File: src/rtl/data_check_if.sv
// rtl/data_check_if.sv - Aurora RX AXI4-Stream beat bundle (no tready; every valid beat is consumed)
interface data_check_if;
    logic         tvalid;
    logic [255:0] tdata;
    logic [31:0]  tkeep;
    logic         tlast;

    modport master (output tvalid, output tdata, output tkeep, output tlast);
    modport slave  (input  tvalid, input  tdata, input  tkeep, input  tlast);
endinterface

File: src/rtl/data_check.sv
// rtl/data_check.sv - RX pattern checker: incrementing {8{seq}} data, frame length and tkeep
module data_check #(
    parameter int FRAME_BEATS = 16,
    parameter int LOCK_BEATS  = 4
) (
    input  logic         axis_aclk,
    input  logic         axis_areset,
    input  logic         clear_cnt,
    data_check_if.slave  axis,
    output logic         locked,
    output logic         err_sticky,
    output logic [31:0]  beat_cnt,
    output logic [31:0]  frame_cnt,
    output logic [31:0]  data_err_cnt,
    output logic [15:0]  fmt_err_cnt,
    output logic [31:0]  first_err_data
);
    typedef enum logic [1:0] {HUNT, ACQUIRE, LOCKED} state_t;

    localparam logic [15:0] LAST_IDX = 16'(FRAME_BEATS - 1);
    localparam logic [15:0] LOCK_N   = 16'(LOCK_BEATS);

    state_t      state, state_nxt;
    logic [31:0] exp_seq, exp_nxt;
    logic [15:0] good_run, good_nxt;
    logic [1:0]  bad_run, bad_nxt;
    logic [15:0] beat_idx;

    logic [31:0] word0;
    logic        all_equal, good_beat, data_err, keep_err, len_err, any_err;
    logic [1:0]  fmt_inc;
    logic [16:0] fmt_sum;

    assign word0 = axis.tdata[31:0];

    always_comb begin
        all_equal = 1'b1;
        for (int i = 1; i < 8; i++) begin
            if (axis.tdata[i*32 +: 32] != word0) all_equal = 1'b0;
        end
    end

    assign good_beat = all_equal && (word0 == exp_seq);

    always_comb begin
        state_nxt = state;
        exp_nxt   = exp_seq;
        good_nxt  = good_run;
        bad_nxt   = bad_run;
        data_err  = 1'b0;
        if (axis.tvalid) begin
            case (state)
                HUNT: begin
                    if (all_equal) begin
                        exp_nxt   = word0 + 32'd1;
                        good_nxt  = 16'd1;
                        bad_nxt   = 2'd0;
                        state_nxt = ACQUIRE;
                    end
                end
                ACQUIRE: begin
                    if (good_beat) begin
                        exp_nxt = exp_seq + 32'd1;
                        if (good_run < LOCK_N) good_nxt = good_run + 16'd1;
                        if (good_run + 16'd1 >= LOCK_N) state_nxt = LOCKED;
                    end else begin
                        exp_nxt  = word0 + 32'd1;
                        good_nxt = 16'd1;
                    end
                end
                LOCKED: begin
                    if (good_beat) begin
                        exp_nxt = exp_seq + 32'd1;
                        bad_nxt = 2'd0;
                    end else begin
                        data_err = 1'b1;
                        exp_nxt  = word0 + 32'd1;
                        // Fourth consecutive miss: the stream is gone, start hunting again
                        if (bad_run == 2'd3) begin
                            state_nxt = HUNT;
                            bad_nxt   = 2'd0;
                            good_nxt  = 16'd0;
                        end else begin
                            bad_nxt = bad_run + 2'd1;
                        end
                    end
                end
                default: state_nxt = HUNT;
            endcase
        end
    end

    assign keep_err = axis.tvalid && (state == LOCKED) && (axis.tkeep != '1);
    assign len_err  = axis.tvalid && (state == LOCKED) &&
                      ((axis.tlast && (beat_idx != LAST_IDX)) ||
                       (!axis.tlast && (beat_idx == LAST_IDX)));
    assign fmt_inc  = {1'b0, keep_err} + {1'b0, len_err};
    assign fmt_sum  = {1'b0, fmt_err_cnt} + {15'd0, fmt_inc};
    assign any_err  = data_err || keep_err || len_err;
    assign locked   = (state == LOCKED);

    always_ff @(posedge axis_aclk) begin
        if (axis_areset) begin
            state          <= HUNT;
            exp_seq        <= '0;
            good_run       <= '0;
            bad_run        <= '0;
            beat_idx       <= '0;
            err_sticky     <= 1'b0;
            beat_cnt       <= '0;
            frame_cnt      <= '0;
            data_err_cnt   <= '0;
            fmt_err_cnt    <= '0;
            first_err_data <= '0;
        end else begin
            state    <= state_nxt;
            exp_seq  <= exp_nxt;
            good_run <= good_nxt;
            bad_run  <= bad_nxt;
            if (axis.tvalid) begin
                beat_idx <= (axis.tlast || beat_idx == LAST_IDX) ? 16'd0 : beat_idx + 16'd1;
            end
            // Clear wins over this cycle's counts, but the FSM above still tracks the beat
            if (clear_cnt) begin
                err_sticky     <= 1'b0;
                beat_cnt       <= '0;
                frame_cnt      <= '0;
                data_err_cnt   <= '0;
                fmt_err_cnt    <= '0;
                first_err_data <= '0;
            end else begin
                if (axis.tvalid && beat_cnt != '1) beat_cnt <= beat_cnt + 32'd1;
                if (axis.tvalid && axis.tlast && frame_cnt != '1) frame_cnt <= frame_cnt + 32'd1;
                if (data_err && data_err_cnt != '1) data_err_cnt <= data_err_cnt + 32'd1;
                fmt_err_cnt <= fmt_sum[16] ? 16'hFFFF : fmt_sum[15:0];
                if (any_err) begin
                    err_sticky <= 1'b1;
                    if (!err_sticky) first_err_data <= word0;
                end
            end
        end
    end
endmodule
File: src/flat_wrapper.sv
// flat-port wrapper written by rule: the top's interface ports become plain ports
module data_check_flat 
#(
    parameter int FRAME_BEATS = 16,
    parameter int LOCK_BEATS  = 4
)
  (axis_aclk, axis_areset, clear_cnt, locked, err_sticky, beat_cnt, frame_cnt, data_err_cnt, fmt_err_cnt, first_err_data, axis_tvalid, axis_tdata, axis_tkeep, axis_tlast);
  data_check_if axis_i ();
  input  logic axis_aclk;
  input  logic axis_areset;
  input  logic clear_cnt;
  output logic locked;
  output logic err_sticky;
  output logic [31:0] beat_cnt;
  output logic [31:0] frame_cnt;
  output logic [31:0] data_err_cnt;
  output logic [15:0] fmt_err_cnt;
  output logic [31:0] first_err_data;
  input wire logic [$bits(axis_i.tvalid)-1:0] axis_tvalid;
  input wire logic [$bits(axis_i.tdata)-1:0] axis_tdata;
  input wire logic [$bits(axis_i.tkeep)-1:0] axis_tkeep;
  input wire logic [$bits(axis_i.tlast)-1:0] axis_tlast;
  assign axis_i.tvalid = axis_tvalid;
  assign axis_i.tdata = axis_tdata;
  assign axis_i.tkeep = axis_tkeep;
  assign axis_i.tlast = axis_tlast;
  data_check #(.FRAME_BEATS(FRAME_BEATS), .LOCK_BEATS(LOCK_BEATS)) u_core (.axis_aclk(axis_aclk), .axis_areset(axis_areset), .clear_cnt(clear_cnt), .axis(axis_i), .locked(locked), .err_sticky(err_sticky), .beat_cnt(beat_cnt), .frame_cnt(frame_cnt), .data_err_cnt(data_err_cnt), .fmt_err_cnt(fmt_err_cnt), .first_err_data(first_err_data));
endmodule
File: config.mk
export PLATFORM = sky130hd
export DESIGN_NAME = data_check_flat
export DESIGN_NICKNAME = d
export VERILOG_FILES = /design/src/rtl/data_check_if.sv /design/src/rtl/data_check.sv /design/src/flat_wrapper.sv
export SDC_FILE = /design/constraint.sdc
export NUM_CORES = 1
export LEC_CHECK = 0
export CORE_MARGIN = 2
export CORE_UTILIZATION = 40
export CTS_CLUSTER_SIZE = 8
export DETAILED_ROUTE_END_ITERATION = 8
export PLACE_DENSITY = 0.8
export SLEW_MARGIN = 5
export SYNTH_ARGS = -nofsm -noshare
export SYNTH_HDL_FRONTEND = slang
export SYNTH_SLANG_ARGS = --single-unit
export TNS_END_PERCENT = 30
File: constraint.sdc
create_clock -name axis_aclk -period 3.65 [get_ports axis_aclk]
set_clock_uncertainty 0.2 [all_clocks]
set_input_delay 0.73 -clock axis_aclk [delete_from_list [all_inputs] [get_ports axis_aclk]]
set_output_delay 0.73 -clock axis_aclk [all_outputs]
set_load 0.02 [all_outputs]
# Word level (Yosys, flattened, before mapping)
# Cells that the tools add are included.
[word_totals] regBits=213
[op_classes] add_sub_neg=10 order_cmp=2 eq_ne=23 mux=31 n_bitwise=1 reduce_logical=26
[op_table] operator="32-bit != test" count=7
[op_table] operator="32-bit by 1-bit adder with 32-bit output, second input constant" count=5
[op_table] operator="32-bit != test, second input constant" count=4
[op_table] operator="16-bit 2-to-1 mux" count=7
[op_table] operator="32-bit 2-to-1 mux" count=2
[op_table] operator="32-bit case mux with 2 select lines" count=1
[op_table] operator="16-bit case mux with 3 select lines" count=1
[op_table] operator="16-bit by 1-bit adder with 16-bit output, second input constant" count=2
[op_table] operator="32-bit == test" count=1
[op_table] operator="16-bit by 2-bit adder with 17-bit output" count=1
[op_table] operator="16-bit by 4-bit == test with 1-bit output, second input constant" count=1
[op_table] operator="16-bit by 3-bit >= comparator with 1-bit output, second input constant" count=1
[op_table] operator="16-bit by 3-bit less-than comparator with 1-bit output, second input constant" count=1
[op_table] operator="2-bit 2-to-1 mux" count=8
[op_table] operator="16-bit by 4-bit != test with 1-bit output, second input constant" count=1
[op_table] operator="6-bit AND reduction" count=2
[op_table] operator="1-bit logical AND" count=10
[op_table] operator="1-bit 2-to-1 mux" count=10
[op_table] operator="2-bit by 1-bit != test with 1-bit output, second input constant" count=4
[op_table] operator="2-bit case mux with 3 select lines" count=1
[op_table] operator="3-bit AND reduction" count=2
[op_table] operator="2-bit == test, second input constant" count=2
[op_table] operator="1-bit logical OR" count=4
[op_table] operator="2-bit case mux with 2 select lines" count=1
[op_table] operator="other kinds (12)" count=14

# Longest topological paths before layout
# Gate-level depths: netlist of the first run.
[logic_depth] depth_word=15 depth_mapped=15 mapped_depth_nobuf=15

# Worst setup path before layout of the first run
# OpenSTA, ideal clock, no wires.
[synth_path] path_kind="reg-to-reg" startpoint="register u_core.state[0]" endpoint="register u_core.fmt_err_cnt[11]" setup_time_ps=70 arrival_ps=3206 slack_ps=174 path_stages_with_launch=15 path_buffers=1 cell_sequence="dfxtp_1 > inv_1 > ha_1 > inv_1 > nor2_1 > nand2_1 > fa_1 > inv_1 > ha_1 > and3_1 > nand2_1 > nor3_1 > nand3_1 > clkbuf_1 > a21oi_1"
[synth_between] elab_chain_cells=6 word_cells_on_any_way=7 classes_between="2 x add/sub; 1 x eq/ne; 1 x mux; 3 x reduce/logical"
[synth_rtl] element="start, declared" line_no="data_check.sv:23" text="state_t state, state_nxt;"
[synth_rtl] element="start signal, assigned" line_no="data_check.sv:116" text="state <= state_nxt;"
[synth_rtl] element="2-bit == test *"
[synth_rtl] element="via locked" line_no="flat_wrapper.sv:12" text="output logic locked;"
[synth_rtl] element="1-bit logical AND *" line_no="data_check.sv:93, data_check.sv:94"
[synth_rtl] element="1-bit logical AND, on equally long branches" line_no="data_check.sv:93, data_check.sv:94"
[synth_rtl] element="1-bit by 1-bit adder with 2-bit output *" line_no="data_check.sv:97" text="assign fmt_inc = {1'b0, keep_err} + {1'b0, len_err};"
[synth_rtl] element="16-bit by 2-bit adder with 17-bit output *" line_no="data_check.sv:98" text="assign fmt_sum = {1'b0, fmt_err_cnt} + {15'd0, fmt_inc};"
[synth_rtl] element="16-bit 2-to-1 mux *" line_no="data_check.sv:135" text="fmt_err_cnt <= fmt_sum[16] ? 16'hFFFF : fmt_sum[15:0];"
[synth_rtl] element="end signal, assigned" line_no="data_check.sv:135"
[synth_rtl] element="end, declared" line_no="data_check.sv:15" text="output logic [15:0] fmt_err_cnt,"
# Mark *: on every way through the listed nets, which the timed path passes. The rest lies on a longest branch.
# A chain may end at the register's enable or synchronous reset.

# Worst setup path after layout of the first run
[layout_path] startpoint="input axis_tdata[30]" endpoint="register u_core.good_run[6]"
[layout_between] elab_chain_cells=11 word_cells_on_any_way=22 classes_between="11 x eq/ne; 9 x mux; 2 x reduce/logical"
[layout_rtl] element="start, declared" line_no="flat_wrapper.sv:20" text="input wire logic [$bits(axis_i.tdata)-1:0] axis_tdata;"
[layout_rtl] element="32-bit != test" line_no="data_check.sv:39" text="if (axis.tdata[i*32 +: 32] != word0) all_equal = 1'b0;"
[layout_rtl] element="1-bit 2-to-1 mux (7 in series)" line_no="data_check.sv:39"
[layout_rtl] element="1-bit logical AND" line_no="data_check.sv:43" text="assign good_beat = all_equal && (word0 == exp_seq);"
[layout_rtl] element="3-bit != test (no source line) (tied with other cells)"
[layout_rtl] element="6-bit AND reduction (no source line) or 16-bit case mux with 3 select lines (tied branches)"
[layout_rtl] element="end signal, assigned" line_no="data_check.sv:118" text="good_run <= good_nxt;"
[layout_rtl] element="end, declared" line_no="data_check.sv:25" text="logic [15:0] good_run, good_nxt;"
# Several ways; a longest one is shown, not always the timed one.

==> results of run 1 <==
-- flip-flops by register name, summed over array words and instances (netlist names) --
name,cells
u_core.bad_run,2
u_core.beat_cnt,32
u_core.beat_idx,16
u_core.data_err_cnt,32
u_core.err_sticky,1
u_core.exp_seq,32
u_core.first_err_data,32
u_core.fmt_err_cnt,16
u_core.frame_cnt,32
u_core.good_run,16
u_core.state,2
-- through the flow --
step / setup TNS [ns] / util [%] / total power [W] / cells / cell area, µm²
6_report: 0 / 63.2 / 0.00572 / 2676 / 20700
5_1_grt: -0.282 / 63.1 / 0.00587 / 2675 / 20600
4_1_cts: 0 / 62.3 / 0.00572 / 2662 / 20400
3_5_place_dp: -72.13 / 58.9 / 0.00328 / 2613 / 19300
3_3_place_gp: -63.35 / 58.9 / 0.00328 / 2613 / 19300
2_1_floorplan: 0 / - / 0.00267 / 1665 / 13300
-- metal layers --
| metal | GRT usage, % | wire, µm | vias to the layer above |
|---|---|---|---|
| li1 | - | - | 7185 |
| met1 | 37.5 | 22400 | 7300 |
| met2 | 58.8 | 29900 | 815 |
| met3 | 7.09 | 5400 | 150 |
| met4 | 17.3 | 3270 | 0 |
| met5 | 0 | 0 | - |
-- critical path, cell delays in order --
cell,delay [ns]
clkdlybuf4s50_1,0.58
and3_1,0.20
o22ai_1,0.07
or4_1,0.55
nor4_4,0.38
buf_4,0.16
and4_4,0.23
buf_4,0.13
o21ai_2,0.11
o31a_1,0.31
buf_4,0.17
and2_1,0.16
-- cell families after synthesis --
group                      Yosys count
muxes                               36
and+or+nand+nor                    768
DFF                                213
xor gates and xnor gates           252
AOI/OAI and AO/OA                  246
buffers and inverters              135
adders and majority gates           15
-- cell usage after synthesis (17+ instances only) --
master,number
nor4_1,53
inv_1,40
and3_1,64
o22ai_1,18
or4_1,22
and4_1,24
clkbuf_1,50
mux2i_1,28
nor3_1,82
nand2_1,125
nand3_1,117
nand4_1,74
o211ai_1,17
xnor2_1,72
o21ai_0,54
dfxtp_1,213
buf_2,31
nor2_1,123
xor2_1,180
a21oi_1,55
and2_1,20
or3_1,31
-- power groups by stage --
stage                     combinational, W  clock, W  sequential, W
after floorplan                   0.000287         0        0.00238
after global placement            0.000904         0        0.00238
after detailed placement          0.000904         0        0.00238
after CTS                         0.000912   0.00247        0.00233
after global routing              0.000973   0.00256        0.00233
final                             0.000936   0.00245        0.00233
-- worst paths after layout --
| path | start | endpoint | slack [ns] | cells after the start |
|---|---|---|---|---|
| max | axis_tdata[30] | u_core.good_run[6] | 0.07 | 12 |
| min | u_core.first_err_data[10] | u_core.first_err_data[10] | 0.27 | 2 |
| max reg2reg | u_core.beat_idx[0] | u_core.fmt_err_cnt[14] | 0.32 | 16 |
| min reg2reg | u_core.first_err_data[10] | u_core.first_err_data[10] | 0.27 | 2 |
-- layout make-up --
type	instances	area, µm²	area share, %
Timing Repair Buffer	619	6160	29.8
Inverter	40	150	0.727
Clock buffer	31	776	3.76
Antenna cell	13	32.5	0.158
Sequential cell	213	4260	20.6
Tap cell	442	553	2.68
Clock inverter	1	5.00	0.0242
Multi-Input combinational cell	1317	8720	42.2
-- timing repair --
item	in CTS	in global routing
hold buffers	0	0
pin swaps	3	20
buffers inserted	11	2
resized for setup	25	80
endpoints found under the setup margin	100	111
cloned	6	2
==> results.json, run 1 <==
{
  "htreeDepth": 1,
  "synth-xor-area-share_pct": 16.6,
  "yosysWarnings": 0,
  "fill_cells": 2732,
  "final_cell_mix": "clkdlybuf4s50_1, dfxtp_1, xor2_1",
  "fp.coreArea_um2": 32700,
  "antenna_found_initial": 13,
  "drv_cap": 0,
  "finalCritPeriodShare_pct": 98.0,
  "ys_seq_area_share_pct": 32.0,
  "overflow": 0,
  "drive_gt1_share_pct": 12.4,
  "synthesis.area_um2": 13300,
  "synth_area_leader_cell": "dfxtp_1",
  "synth_compound_area_share_pct": 12.2,
  "synthAdderAreaFrac_pct": 1.46,
  "synthArstFlopShare_pct": 0,
  "clock_path_buffers": 3,
  "yosys.area_share.simple_pct": 30.6,
  "initial_core_util_pct": 40.8,
  "setup_viol": 0,
  "cts_tree": "yes",
  "clkLatencyLatePin_ns": 0.55,
  "cp.required_ns": 3.87,
  "grt_pass1_vias": 15209,
  "muxShareOfSynthArea_pct": 2.86,
  "post_drt_wl_per_cell_um": 22.8,
  "rsz0062_at_grt": "true",
  "timing.hold.ws_ns": 0.268,
  "layout_min_cycle_time_ns": 3.58,
  "clkPwrFrac_pct": 42.8,
  "relSlewSlack_pct": 46.8,
  "rows": 66,
  "path_clk_slew_ns": 0.05,
  "power_frac_comb_pct": 16.4,
  "place_worst_setup_slack_ns": -0.673,
  "outcome": "completed",
  "p_int_w": 0.00429,
  "netlist_instances": 1665,
  "switchingPower_w": 0.00143,
  "gp_congestion": 1.00,
  "port_buffers": 438,
  "synth_fp_nets": 1973,
  "drc": 0,
  "ys_ff_latch": 213,
  "pin_count": 439,
  "synth_top_family_by_area": "simple AND/OR/NAND/NOR gates",
  "drt-pass1-iter-count": 6,
  "min_path_type": "reg2reg",
  "drt_iter0_markers": 1438,
  "worst_pin_slew_ns": 0.798,
  "slew_viol_final": 0,
  "peakVddDrop_v": 0.000340,
  "dominantRegCellSynth": "dfxtp_1",
  "syn2layout_area_growth_pct": 54.9,
  "avgSynthCellArea_um2": 8.01,
  "crit_type": "in2reg",
  "crit_path_end_kind": "flip-flop",
  "p_sw_share_pct": 24.9,
  "fin_nets": 2529,
  "root_buffer": "clkbuf_16",
  "grt_pass1_wl_um": 90200,
  "hold_viol": 0,
  "viasPerCell": 5.77,
  "ant_nets": 0,
  "critPathLaunchType": "primary input",
  "arrival_ns": 3.79,
  "cts_made_buffers": 30,
  "yosysUniqueCellTypes": 70,
  "layout_commonest_cell": "clkdlybuf4s50_1",
  "synth_area_leaders": "dfxtp_1, xor2_1, xnor2_1",
  "synth_edf_count": 0,
  "p_leak_nw": 7.63,
  "clkSinkCount": 213,
  "worstPathMaxFanout": 13,
  "timing.fmax_mhz": 280,
  "power_density_nw_per_um2": 277,
  "dp_hpwl_um": 47900,
  "die_w_um": 187,
  "grt_start_max_net_pins": 82,
  "die_h_um": 187,
  "synth_top_area_share_pct": 32.0,
  "vias": 15450,
  "dieArea_um2": 34800,
  "p_seq_share_pct": 40.8,
  "wl_um": 60900,
  "track_usage_pct": 33.2,
  "fin_ws_ns": 0.0742
}
Power figures use the tool's default switching activity.
==> inputs of run 2 (changes only) <==
--- a/config.mk
+++ b/config.mk
@@ -5,7 +5,8 @@
 export SDC_FILE = /design/constraint.sdc
 export NUM_CORES = 1
 export LEC_CHECK = 0
-export CORE_MARGIN = 2
+export CORE_ASPECT_RATIO = 0.75
+export CORE_MARGIN = 10
 export CORE_UTILIZATION = 40
 export CTS_CLUSTER_SIZE = 8
 export DETAILED_ROUTE_END_ITERATION = 8
==> run 2 against run 1 <==
The flow now finishes with violations (setup timing). Utilization decreased by 0.23 points. Non-clock buffer count decreased by 6. Sequential power about the same. Maximum frequency decreased by 2.3%. Critical path depth increased by 3.
==> results.json, run 2 (synthesized netlist as in run 1, its figures left out) <==
{
  "tns_ns": -0.00831,
  "power_density_nw_per_um2": 274,
  "slowest_delay_ns": 0.51,
  "root_buffer": "clkbuf_16",
  "cts_made_buffers": 30,
  "cts_hold_buf": 0,
  "final_cell_mix": "clkdlybuf4s50_1, dfxtp_1, xor2_1",
  "clkSinkCount": 213,
  "dieArea_um2": 41100,
  "drive_gt1_share_pct": 11.6,
  "timing.fmax_mhz": 273,
  "dp_hpwl_um": 46800,
  "die_w_um": 231,
  "relSlewSlack_pct": 44.9,
  "critPathSlowestCell": "clkdlybuf4s50_1",
  "drv_cap": 0,
  "wl_um": 59600,
  "final_cells": 2659,
  "fill_cells": 2774,
  "slew_viol_final": 0,
  "place_inst": 2614,
  "layout_min_cycle_time_ns": 3.66,
  "crit_path_end_kind": "flip-flop",
  "fp.coreArea_um2": 32700,
  "grt_pass1_vias": 14492,
  "critPathBufInv": 7,
  "gp_congestion": 0.998,
  "die_h_um": 178,
  "hold_viol": 0,
  "antenna_found_initial": 2,
  "worst_pin_slew_ns": 0.826,
  "grt_pass1_wl_um": 87600,
  "overflow": 0,
  "clock_path_buffers": 3,
  "worstPathMaxFanout": 32,
  "ant_nets": 0,
  "crit_type": "in2reg",
  "htreeDepth": 1,
  "grt_start_max_net_pins": 65,
  "critical_path.top_delay_family": "buffers and inverters",
  "drt-pass1-iter-count": 7,
  "outcome": "finished with violations",
  "peakVddDrop_v": 0.000310,
  "fin_nets": 2523,
  "drt_iter0_markers": 1874,
  "cts_tree": "yes",
  "pin_count": 439,
  "vias": 15270,
  "p_leak_nw": 7.56,
  "post_drt_wl_per_cell_um": 22.4,
  "arrival_ns": 3.93,
  "clkLatencyLatePin_ns": 0.55,
  "violations": "setup timing",
  "min_path_type": "reg2reg",
  "cp.required_ns": 3.92,
  "drc": 0,
  "viasPerCell": 5.74,
  "track_usage_pct": 26.8,
  "layout_commonest_cell": "clkdlybuf4s50_1",
  "syn2layout_area_growth_pct": 54.2,
  "setup_viol": 1,
  "port_buffers": 438,
  "fin_ws_ns": -0.00831,
  "path_clk_slew_ns": 0.05,
  "initial_core_util_pct": 40.8,
  "rows": 57,
  "critPathLaunchType": "primary input",
  "finalCritPeriodShare_pct": 100,
  "path_cells": "clkdlybuf4s50_1 -> buf_4 -> xor2_1 -> nor4_1 -> buf_4 -> nand4_1 -> buf_6 -> nor4_4 -> nand4_4 -> buf_12 -> o311ai_4 -> buf_6 -> clkbuf_16 -> nand3_1 -> o21ai_1"
}
==> run 2: cell types whose count changed in the layout (fill, tap and decap cells not counted), sizes merged <==
cell	previous run	this run
buf	180	172
clkbuf	35	33
clkdlybuf4s50	409	416
clkinv	1	2
diode	13	2
dlymetal6s2s	24	20
==> run 2: worst min-delay path, cell delays in order, from the launching register on <==
cell,delay [ns]
dfxtp_1,0.31
nand3_1,0.06
o21ai_1,0.05
==> run 2: worst paths after layout <==
| kind | from | end | slack (ns) | depth (start not counted) |
|---|---|---|---|---|
| max | axis_tdata[14] | u_core.first_err_data[23] | -0.008 | 15 |
| min | u_core.first_err_data[30] | u_core.first_err_data[30] | 0.27 | 2 |
| max reg2reg | u_core.beat_idx[0] | u_core.fmt_err_cnt[10] | 0.36 | 16 |
| min reg2reg | u_core.first_err_data[30] | u_core.first_err_data[30] | 0.27 | 2 |
==> run 2: power breakdown <==
part | internal, W | switching [W] | leakage, nW
logic | 0.000496 | 0.000403 | 5.46
registers | 0.00233 | 0.00000242 | 1.71
clock network | 0.00143 | 0.000976 | 0.381
total | 0.00426 | 0.00138 | 7.56
==> run 2: per-stage QoR <==
stage	setup WS [ns]	hold slack [ns]	total power (W)	instance area [µm²]	util, %
final	-0.00831	0.270	0.00564	20600	62.9
after detailed placement	-0.716	0.259	0.00324	19300	59.2
after CTS	-0.000711	0.266	0.00563	20100	61.6
after floorplan	0.174	0.253	0.00267	13300	-
after global placement	-0.565	0.254	0.00323	19300	59.2
after global routing	-0.119	0.283	0.00581	20500	62.9
==> run 2: cell type report <==
type,count,area (µm²),share of cell area (%)
antenna,2,5.00,0.0244
clock buffer,30,751,3.65
clock inverter,2,21.3,0.103
inverter,40,150,0.731
multi-input combinational,1317,8680,42.2
sequential,213,4260,20.7
tap,442,553,2.69
timing repair buffer,613,6130,29.8
==> run 2: timing repair <==
item | 4_1_cts | 5_1_grt
buffers inserted | 0 | 9
gates resized for setup | 6 | 71
setup endpoints to repair | 14 | 81
cloned | 0 | 3
pin swaps | 0 | 20
==> run 2: metal layers <==
| metal | vias to the layer above | GRT usage [%] | share of wire, % |
|---|---|---|---|
| met5 | - | 0 | 0 |
| met4 | 0 | 4.98 | 1.6 |
| met3 | 87 | 4.92 | 8.2 |
| met2 | 656 | 43.9 | 47 |
| met1 | 7371 | 36.3 | 43 |
| li1 | 7156 | - | - |
